==> config.mk <==
export PLATFORM = sky130hd
export DESIGN_NAME = uart_rx_flat
export DESIGN_NICKNAME = d
export VERILOG_FILES = /design/src/rtl/uart_rx_pkg.sv /design/src/rtl/uart_rx_if.sv /design/src/rtl/uart_baud_tick.sv /design/src/rtl/uart_rx.sv /design/src/flat_wrapper.sv
export SDC_FILE = /design/constraint.sdc
export NUM_CORES = 1
export LEC_CHECK = 0
export CAP_MARGIN = 30
export CORE_MARGIN = 1
export CORE_UTILIZATION = 40
export CTS_CLUSTER_SIZE = 16
export DETAILED_ROUTE_END_ITERATION = 10
export MAX_ROUTING_LAYER = met4
export PLACE_DENSITY = 0.55
export SKIP_LAST_GASP = 1
export SYNTH_ARGS = -nofsm -noshare
export SYNTH_HDL_FRONTEND = slang
export SYNTH_HIERARCHICAL = 1
export SYNTH_SLANG_ARGS = --single-unit
export TNS_END_PERCENT = 1
==> constraint.sdc <==
create_clock -name clk -period 7 [get_ports clk]
set_clock_uncertainty 0.15 [all_clocks]
set_input_delay 1.4 -clock clk [delete_from_list [all_inputs] [get_ports clk]]
set_output_delay 1.4 -clock clk [all_outputs]
set_load 0.01 [all_outputs]
==> src/rtl/uart_rx_pkg.sv <==
// Shared UART definitions: receiver FSM state encodings, line levels and a 2-of-3 vote helper.
// The transmitter uses the same line levels, so the two loop back directly.
package uart_rx_pkg;

  typedef logic [2:0] rx_state_t;

  localparam rx_state_t ST_IDLE  = 3'd0;
  localparam rx_state_t ST_START = 3'd1;
  localparam rx_state_t ST_DATA  = 3'd2;
  localparam rx_state_t ST_STOP  = 3'd3;
  localparam rx_state_t ST_BREAK = 3'd4;

  localparam logic START_LEVEL = 1'b0;
  localparam logic STOP_LEVEL  = 1'b1;
  localparam logic IDLE_LEVEL  = 1'b1;

  function automatic logic maj3(input logic a, input logic b, input logic c);
    return (a & b) | (a & c) | (b & c);
  endfunction

endpackage

==> src/rtl/uart_rx_if.sv <==
// Receiver-side bundle: serial line in, received word and status pulses out.
interface uart_rx_if #(
  parameter int DATA_WIDTH = 8
);
  logic                  line;
  logic [DATA_WIDTH-1:0] data;
  logic                  valid;
  logic                  frame_err;
  logic                  busy;

  modport master (input line, output data, output valid, output frame_err, output busy);
  modport slave  (output line, input data, input valid, input frame_err, input busy);
endinterface

==> src/rtl/uart_baud_tick.sv <==
// Oversample enable generator: one-cycle tick every CLK_FREQ/(BAUDRATE*OVERSAMPLE) clocks.
// clear restarts the period so the first tick lands a full period after a start edge.
module uart_baud_tick #(
  parameter int CLK_FREQ   = 50000000,
  parameter int BAUDRATE   = 9600,
  parameter int OVERSAMPLE = 16
) (
  input  logic clk,
  input  logic rst_n,
  input  logic clear,
  output logic tick
);
  localparam int TICK_DIV = CLK_FREQ / (BAUDRATE * OVERSAMPLE);
  localparam int CNT_W    = (TICK_DIV > 1) ? $clog2(TICK_DIV) : 1;
  localparam logic [CNT_W-1:0] CNT_MAX = CNT_W'(TICK_DIV - 1);

  logic [CNT_W-1:0] cnt_q, cnt_d;

  always_comb begin
    cnt_d = cnt_q;
    tick  = 1'b0;
    if (clear) begin
      cnt_d = '0;
    end else if (cnt_q == CNT_MAX) begin
      cnt_d = '0;
      tick  = 1'b1;
    end else begin
      cnt_d = cnt_q + 1'b1;
    end
  end

  always_ff @(posedge clk) begin
    if (!rst_n) cnt_q <= '0;
    else        cnt_q <= cnt_d;
  end
endmodule

==> src/rtl/uart_rx.sv <==
// UART receiver: synchronised line, oversampled start/data/stop framing, 1-cycle valid/frame_err.
// Optional macro UART_RX_MAJORITY_EN votes 2-of-3 samples around each bit centre.
module uart_rx
  import uart_rx_pkg::*;
#(
  parameter int CLK_FREQ      = 50000000,
  parameter int BAUDRATE      = 9600,
  parameter int DATA_WIDTH    = 8,
  parameter int STOP_BIT_SIZE = 1,
  parameter int OVERSAMPLE    = 16
) (
  input  logic      clk,
  input  logic      rst_n,
  uart_rx_if.master rx_bus
);
  localparam int MID = OVERSAMPLE / 2 - 1;
`ifdef UART_RX_MAJORITY_EN
  // Decide one tick after centre so the sample just past mid-bit is available.
  localparam int DECIDE = MID + 1;
`else
  localparam int DECIDE = MID;
`endif
  localparam int S_W   = $clog2(OVERSAMPLE);
  localparam int BIT_W = $clog2(DATA_WIDTH + 1);
  localparam logic [S_W-1:0]   S_LAST    = S_W'(OVERSAMPLE - 1);
  localparam logic [S_W-1:0]   S_DECIDE  = S_W'(DECIDE);
  localparam logic [BIT_W-1:0] DATA_LAST = BIT_W'(DATA_WIDTH - 1);
  localparam logic [BIT_W-1:0] STOP_LAST = BIT_W'(STOP_BIT_SIZE - 1);

  logic                  sync1_q, sync1_d, line_s_q, line_s_d, line_prev_q, line_prev_d;
  rx_state_t             state_q, state_d;
  logic [S_W-1:0]        s_q, s_d;
  logic [BIT_W-1:0]      bit_q, bit_d;
  logic [DATA_WIDTH-1:0] shift_q, shift_d, data_q, data_d;
  logic                  valid_q, valid_d, frame_err_q, frame_err_d;
  logic                  tick, tick_clear, sample_now, bit_val;

  uart_baud_tick #(
    .CLK_FREQ   (CLK_FREQ),
    .BAUDRATE   (BAUDRATE),
    .OVERSAMPLE (OVERSAMPLE)
  ) u_baud_tick (
    .clk   (clk),
    .rst_n (rst_n),
    .clear (tick_clear),
    .tick  (tick)
  );

`ifdef UART_RX_MAJORITY_EN
  localparam logic [S_W-1:0] S_PRE2 = S_W'(DECIDE - 2);
  localparam logic [S_W-1:0] S_PRE1 = S_W'(DECIDE - 1);
  logic samp_a_q, samp_a_d, samp_b_q, samp_b_d;

  always_comb begin
    samp_a_d = samp_a_q;
    samp_b_d = samp_b_q;
    if (tick && s_q == S_PRE2) samp_a_d = line_s_q;
    if (tick && s_q == S_PRE1) samp_b_d = line_s_q;
  end

  always_ff @(posedge clk) begin
    if (!rst_n) begin
      samp_a_q <= IDLE_LEVEL;
      samp_b_q <= IDLE_LEVEL;
    end else begin
      samp_a_q <= samp_a_d;
      samp_b_q <= samp_b_d;
    end
  end

  assign bit_val = maj3(samp_a_q, samp_b_q, line_s_q);
`else
  assign bit_val = line_s_q;
`endif

  assign sample_now = tick && (s_q == S_DECIDE);

  always_comb begin
    sync1_d     = rx_bus.line;
    line_s_d    = sync1_q;
    line_prev_d = line_s_q;
    state_d     = state_q;
    s_d         = s_q;
    bit_d       = bit_q;
    shift_d     = shift_q;
    data_d      = data_q;
    valid_d     = 1'b0;
    frame_err_d = 1'b0;
    tick_clear  = 1'b0;

    // s keeps running across bit boundaries so every bit is exactly OVERSAMPLE ticks wide.
    if (tick) s_d = (s_q == S_LAST) ? '0 : s_q + 1'b1;

    case (state_q)
      ST_IDLE: begin
        s_d   = '0;
        bit_d = '0;
        if (line_prev_q && !line_s_q) begin
          state_d    = ST_START;
          tick_clear = 1'b1;
        end
      end
      ST_START: begin
        if (sample_now) state_d = (bit_val == START_LEVEL) ? ST_DATA : ST_IDLE;
      end
      ST_DATA: begin
        if (sample_now) begin
          shift_d = {bit_val, shift_q[DATA_WIDTH-1:1]};
          if (bit_q == DATA_LAST) begin
            bit_d   = '0;
            state_d = ST_STOP;
          end else begin
            bit_d = bit_q + 1'b1;
          end
        end
      end
      ST_STOP: begin
        if (sample_now) begin
          if (bit_val != STOP_LEVEL) begin
            frame_err_d = 1'b1;
            state_d     = ST_BREAK;
          end else if (bit_q == STOP_LAST) begin
            data_d  = shift_q;
            valid_d = 1'b1;
            state_d = ST_IDLE;
          end else begin
            bit_d = bit_q + 1'b1;
          end
        end
      end
      ST_BREAK: begin
        if (line_s_q == IDLE_LEVEL) state_d = ST_IDLE;
      end
      default: state_d = ST_IDLE;
    endcase
  end

  always_ff @(posedge clk) begin
    if (!rst_n) begin
      sync1_q     <= IDLE_LEVEL;
      line_s_q    <= IDLE_LEVEL;
      line_prev_q <= IDLE_LEVEL;
      state_q     <= ST_IDLE;
      s_q         <= '0;
      bit_q       <= '0;
      shift_q     <= '0;
      data_q      <= '0;
      valid_q     <= 1'b0;
      frame_err_q <= 1'b0;
    end else begin
      sync1_q     <= sync1_d;
      line_s_q    <= line_s_d;
      line_prev_q <= line_prev_d;
      state_q     <= state_d;
      s_q         <= s_d;
      bit_q       <= bit_d;
      shift_q     <= shift_d;
      data_q      <= data_d;
      valid_q     <= valid_d;
      frame_err_q <= frame_err_d;
    end
  end

  assign rx_bus.data      = data_q;
  assign rx_bus.valid     = valid_q;
  assign rx_bus.frame_err = frame_err_q;
  assign rx_bus.busy      = (state_q != ST_IDLE);
endmodule

==> src/flat_wrapper.sv <==
// flat-port wrapper written by rule: the top's interface ports become plain ports
module uart_rx_flat import uart_rx_pkg::*;
#(
  parameter int CLK_FREQ      = 50000000,
  parameter int BAUDRATE      = 9600,
  parameter int DATA_WIDTH    = 8,
  parameter int STOP_BIT_SIZE = 1,
  parameter int OVERSAMPLE    = 16
)
  (clk, rst_n, rx_bus_line, rx_bus_data, rx_bus_valid, rx_bus_frame_err, rx_bus_busy);
  uart_rx_if #(.DATA_WIDTH(DATA_WIDTH)) rx_bus_i ();
  input  logic clk;
  input  logic rst_n;
  input wire logic [$bits(rx_bus_i.line)-1:0] rx_bus_line;
  output wire logic [$bits(rx_bus_i.data)-1:0] rx_bus_data;
  output wire logic [$bits(rx_bus_i.valid)-1:0] rx_bus_valid;
  output wire logic [$bits(rx_bus_i.frame_err)-1:0] rx_bus_frame_err;
  output wire logic [$bits(rx_bus_i.busy)-1:0] rx_bus_busy;
  assign rx_bus_i.line = rx_bus_line;
  assign rx_bus_data = rx_bus_i.data;
  assign rx_bus_valid = rx_bus_i.valid;
  assign rx_bus_frame_err = rx_bus_i.frame_err;
  assign rx_bus_busy = rx_bus_i.busy;
  uart_rx #(.CLK_FREQ(CLK_FREQ), .BAUDRATE(BAUDRATE), .DATA_WIDTH(DATA_WIDTH), .STOP_BIT_SIZE(STOP_BIT_SIZE), .OVERSAMPLE(OVERSAMPLE)) u_core (.clk(clk), .rst_n(rst_n), .rx_bus(rx_bus_i));
endmodule
==> results.ini <==
[synth]
yosys-mux-area-fraction_pct=9.48
dominantRegCellSynth=dfxtp_1
synth_xor_area_share_pct=1.83
synth.distinct_cells=46
synth-adder-area-share_pct=3.27
synth_fp_nets=205
synth-edff-count=0
yosysSeqAreaShare_pct=42.9
syn_area_per_cell_um2=9.71
ys_seq_elements=41
synth-compound-area-share_pct=10.1
synth.cell_area_um2=1910
syn_inst=197
synth_top_family_by_area=simple AND/OR/NAND/NOR gates
yosys.area_share.simple_pct=27.5
async_flop_share_pct=0
ys_warn_count=6

[critical_path]
worst-setup-path-type=register to primary output
crit_path_start_kind=register
cp.arrival_ps=1720
cp_max_fo=13
cp.required_ps=5450
worst_setup_path_end_kind=primary output

[global_routing]
globalRouteOverflowTotal=0
grt_use_total_pct=15.4
grt_pass1_wl_um=5920
grt_max_degree=29
antenna_found_initial=0
grt_pass1_vias=1384

[clocking]
cts_buffer_depth=2
cts_tree=done
cts.sinks=41
cts_htree_levels=2
cts_hold_buf=0
cts_resized=0
cts_root_buffer=clkbuf_8
path_clk_slew_ps=80
insertion_delay_ps=290
cts_setup_buffers=0
numCtsBuffers=5

[routing]
drc_errors=0
via_per_inst=5.32
drt_pre_antenna_iters=6
vias=1405
wl_um=3500
wl_per_cell_um=13.2
antenna_left=0
dr.first_iter.drc_count=59

[placed_design]
numPortBuffers=13
hpwl_um=2520
place.gp.congestion=0.816

[sta]
setup_viol=0
hold_violations=0
tightest_slew_ps=803
report.final.slew_viol_count=0
rsz0062_at_grt=false
slew_headroom_pct=46.3
min_period_ps=3270
fmax_mhz=306
timing.final.crit_share_pct=46.7
final.setup.tns_ps=0

[power_and_ir_drop]
p_leak_nw=0.844
p_total_mw=0.452
p_per_area_nw_per_um2=208
vdd_drop_max_v=0.0000846

[finish]
diodes=0
area.growth.synth_to_final_pct=13.5
register_area_um2=821
multi_input_area_um2=997
fill_cells=410
layout.nets=219
drive_gt1_share_pct=9.91

[floorplan]
initial_utilization_pct=42.8
fp.dieH_um=71.2
die_area_um2=5060
floorplan.io_pins=14
row_count=24
core_area_um2=4470
die_w_um=71.2

[flow_run]
drv_cap=0

[outcome]
status=finished clean

[worst_hold_path]
hold_class=register to register

[worst paths after layout]
| kind | depth (start not counted) | slack [ps] | start | to |
|---|---|---|---|---|
| max | 2 | 3730 | u_core/state_q[1]$_SDFFE_PN0P_ | rx_bus_busy |
| min reg2reg | 1 | 260 | u_core/line_s_d$_SDFF_PN1_ | u_core/bit_val$_SDFF_PN1_ |
| max reg2reg | 7 | 4290 | u_core/state_q[1]$_SDFFE_PN0P_ | u_core/rx_bus.data[6]$_SDFFE_PN0P_ |
| min | 1 | 260 | u_core/line_s_d$_SDFF_PN1_ | u_core/bit_val$_SDFF_PN1_ |
[area by class of cell]
class | count | share of cell area (%)
Timing Repair Buffer | 13 | 5.99
Inverter | 11 | 1.90
Multi-Input combinational cell | 139 | 45.9
Clock inverter | 1 | 1.38
Tap cell | 52 | 3.00
Clock buffer | 7 | 3.98
Sequential cell | 41 | 37.8
[layout by cell type, fill, tap and decap left out, types with 2 or more instances in the layout]
cell,count
o21a_1,2
nor4_1,3
or3_1,6
xnor2_1,2
clkdlybuf4s50_1,13
clkbuf_8,6
xor2_1,2
nand2b_1,5
nor3_1,3
mux2i_1,17
inv_1,11
nand2_1,7
nand4_1,4
nand3b_1,3
a21oi_2,4
nand3_1,6
o21ai_0,7
ha_1,5
a21oi_1,7
dfxtp_1,41
a32oi_1,2
nor2_1,12
nor2b_1,17
nor2_2,4
[power by group]
part	total [mW]	switching (mW)	leakage, nW	internal [mW]
sequential	0.239	0.00375	0.331	0.236
clock	0.196	0.0797	0.0585	0.116
combinational	0.0167	0.00933	0.454	0.00734
total	0.452	0.0928	0.844	0.359
[through the flow]
step	hold WS [ps]	cells	cell area [um2]	utilization [%]	worst slack (ps)
floorplan	236	197	1910	-	4540
global placement	238	256	2050	45.9	3730
detailed placement	248	256	2050	45.9	3640
CTS	266	264	2170	48.5	3740
global route	289	264	2170	48.5	3670
finish	265	264	2170	48.5	3730
[worst max-delay path, stage by stage (launching register included)]
cell	delay, ps
dfxtp_1	450
or3_1	480
clkdlybuf4s50_1	500
[synth_stat cells, drive strengths merged (5+ instances only)]
master	number	area (um2)
inv	11	41.3
mux2i	17	170
ha	5	62.6
nand3	7	47.6
or3	6	37.5
nand2b	5	31.3
o21ai	8	40.0
nand4	5	46.3
dfxtp	41	821
nor2b	17	106
nor2	17	81.3
a21oi	11	70.1
nand2	8	37.5
[sequential cells by signal (all words and copies together), names as in the netlist, 3 cells and up]
register	flops
u_core/bit_q	4
u_core/shift_q	8
u_core/s_q	4
u_core/u_baud_tick/cnt_q	9
u_core/rx_bus.data	8
u_core/state_q	3
[routing by layer]
metal / up-vias / wire, um / global-route usage [%]
li1: 717 / - / -
met1: 659 / 1640 / 17.3
met3: 7 / 115 / 3.28
met5: - / 0 / -
met2: 22 / 1690 / 25.7
met4: 0 / 56 / 8.22
[kinds of logic after synthesis]
family,count (synthesis)
fa+ha+maj,5
compound gates,29
mux,18
buf+inv,17
flops,41
xor+xnor,4
simple gates,83
No activity file was read; power rests on OpenSTA's default activity.
==> patch: new RTL, same flow settings <==
`DATA_WIDTH` is set to 8 in 3 places; all go to 32.
--- a/src/rtl/uart_rx_if.sv
+++ b/src/rtl/uart_rx_if.sv
@@ -2,3 +2,3 @@
 interface uart_rx_if #(
-  parameter int DATA_WIDTH = 8
+  parameter int DATA_WIDTH = 32
 );
--- a/src/rtl/uart_rx.sv
+++ b/src/rtl/uart_rx.sv
@@ -7,3 +7,3 @@
   parameter int BAUDRATE      = 9600,
-  parameter int DATA_WIDTH    = 8,
+  parameter int DATA_WIDTH    = 32,
   parameter int STOP_BIT_SIZE = 1,
--- a/src/flat_wrapper.sv
+++ b/src/flat_wrapper.sv
@@ -5,3 +5,3 @@
   parameter int BAUDRATE      = 9600,
-  parameter int DATA_WIDTH    = 8,
+  parameter int DATA_WIDTH    = 32,
   parameter int STOP_BIT_SIZE = 1,
Interface: changed (resized rx_bus_data); port bits go from 14 to 38. The function was not compared with the original's and may differ.
==> patch against the unedited design <==
Cell area increased by 100%; sequential cell count grew 50; critical path depth increased by 5; register-to-register slack lost 530 ps; non-clock buffer count up 27; synthesized area increased by 96%; wire length up 110%; final cell count is 110% higher; die area is 93% higher; power grew 99%; count of clock-buffer cells in the layout increased by 3; setup slack improved by 25 ps; critical path type is now register to register; critical endpoint is now u_core/rx_bus.data[4].
==> patch: results (changes against the unedited design) <==
* Status: completed
* Total GRT Usage at 16.0% (+0.52 points)
* Synth cell count leaders: dfxtp_1 (91), nand2_1 (73), nor2_1 (45)
* Routed WL at 7.17 mm (+110%)
* Buffers on Ports at 37 (+24)
* Vias at 2887 (+110%)
* Top post-synthesis cells by area: dfxtp_1 (49%), mux2i_1 (9.4%), nand2_1 (7.3%)
* Vias in the first global route at 2615 (+89%)
* Nets at 451 (+110%)
* Worst-Skew Late Latency at 350 ps (+60 ps)
* VDD IR-drop max at 0.111 mV (+31%)
* Number of setup buffers added after CTS at 0 (unchanged)
* Drt pass-1 iters at 5 (-1)
* Ys Warns at 6 (unchanged)
* Post-synthesis mux area share at 9.36% (-0.13 points)
* Crit-path slowest cell: nand4_4
* Crit path DAT at 3310 ps (+1590 ps)
* Met3 Usage GRT at 3.48% (+0.20 points)
* Worst Max-Slew Pin Slew at 814 ps (+11.0 ps)
* TritonCTS Buffers at 9 (+4)
* Max H-tree Level at 3 (+1)
* Compound-Gate Fraction of Synth Area at 12.8% (+2.8 points)
* Placer congestion estimate at 0.824 (+0.97%)
* First-pass GRT wire length at 12.3 mm (+110%)
* LEAKAGE at 1.69 nW (+100%)
* Post-Synth Adder-Cell Area at 1.67% (-1.6 points)
* Fillers at 872 (+110%)
* 1st-iter DRT viols at 168 (+180%)
* Synth cell types at 55 (+20%)
* GR Util met2 at 23.5% (-2.3 points)
* Largest net degree at the start of global routing at 56 (+93%)
* Share of cells above drive strength 1 at 7.81% (-2.1 points)
* Area of all placed cells without fillers at 4350 um^2 (+100%)
* Post-DP HPWL at 4.52 mm (+79%)
* Xor/xnor cell area share of the yosys netlist at 0.936% (-0.90 points)
* M1 GR Usage at 21.4% (+4.1 points)
* Dpl cell area at 4140 um^2 (+100%)
* Post-Syn Nets at 425 (+110%)
* Slowest stage delay, CP at 680 ps (+180 ps)
* Max FO, Critical Path at 33 (+20)
* Pint at 0.695 mW (+93%)
* Hold Path Class: register to register
* Register area share after synthesis at 48.7% (+5.8 points)
patch: power groups by stage:
stage	Clock, mW	Combinational [mW]	Sequential, mW
floorplan	0	0.0159	0.533
global placement	0	0.0192	0.534
detailed placement	0	0.0193	0.534
CTS	0.373	0.0194	0.522
global route	0.395	0.0216	0.523
finish	0.358	0.0192	0.522
patch: routing by layer:
metal,part of all wire (%),vias to the layer above
li1,-,1480
met1,52,1340
met2,44,63
met3,3.5,4
met4,0.60,0
met5,0,-
patch: final cells by class:
cell class	instances	share of cell area, %
multi-input cells	290	40.3
repair buffers	40	9.04
flip-flops and latches	91	41.9
inverters	11	0.950
well taps	108	3.11
clock inverters	6	1.70
clock buffers	10	2.94
patch: logic make-up (layout without fill, tap and decap cells):
logic type,count (synthesis),after routing
AND/OR/NAND/NOR,171,171
multiplexers,35,35
flip-flops,91,91
adder cells (fa/ha/maj),5,5
XOR/XNOR,4,4
buffers and inverters,36,67
AO/OA/AOI/OAI,75,75
patch: metrics by stage:
step                hold WS [ps]  cells  worst slack [ps]
floorplan                    236    417              4610
global placement             249    540              3610
detailed placement           243    540              3570
CTS                          271    556              3740
global route                 317    556              3450
finish                       267    556              3760
patch: final timing paths:
kind | startpoint | end | slack [ps]
min reg2reg | u_core/line_s_d | u_core/bit_val | 270
max | u_core/state_q[0] | u_core/rx_bus.data[4] | 3760
max reg2reg | u_core/state_q[0] | u_core/rx_bus.data[4] | 3760
min | u_core/line_s_d | u_core/bit_val | 270
patch: worst max-delay path: cells and delay by family (launching register included):
family           cells  cell delay [ps]
flip-flops           1              540
multiplexers         1              390
AND/OR/NAND/NOR      6             2030
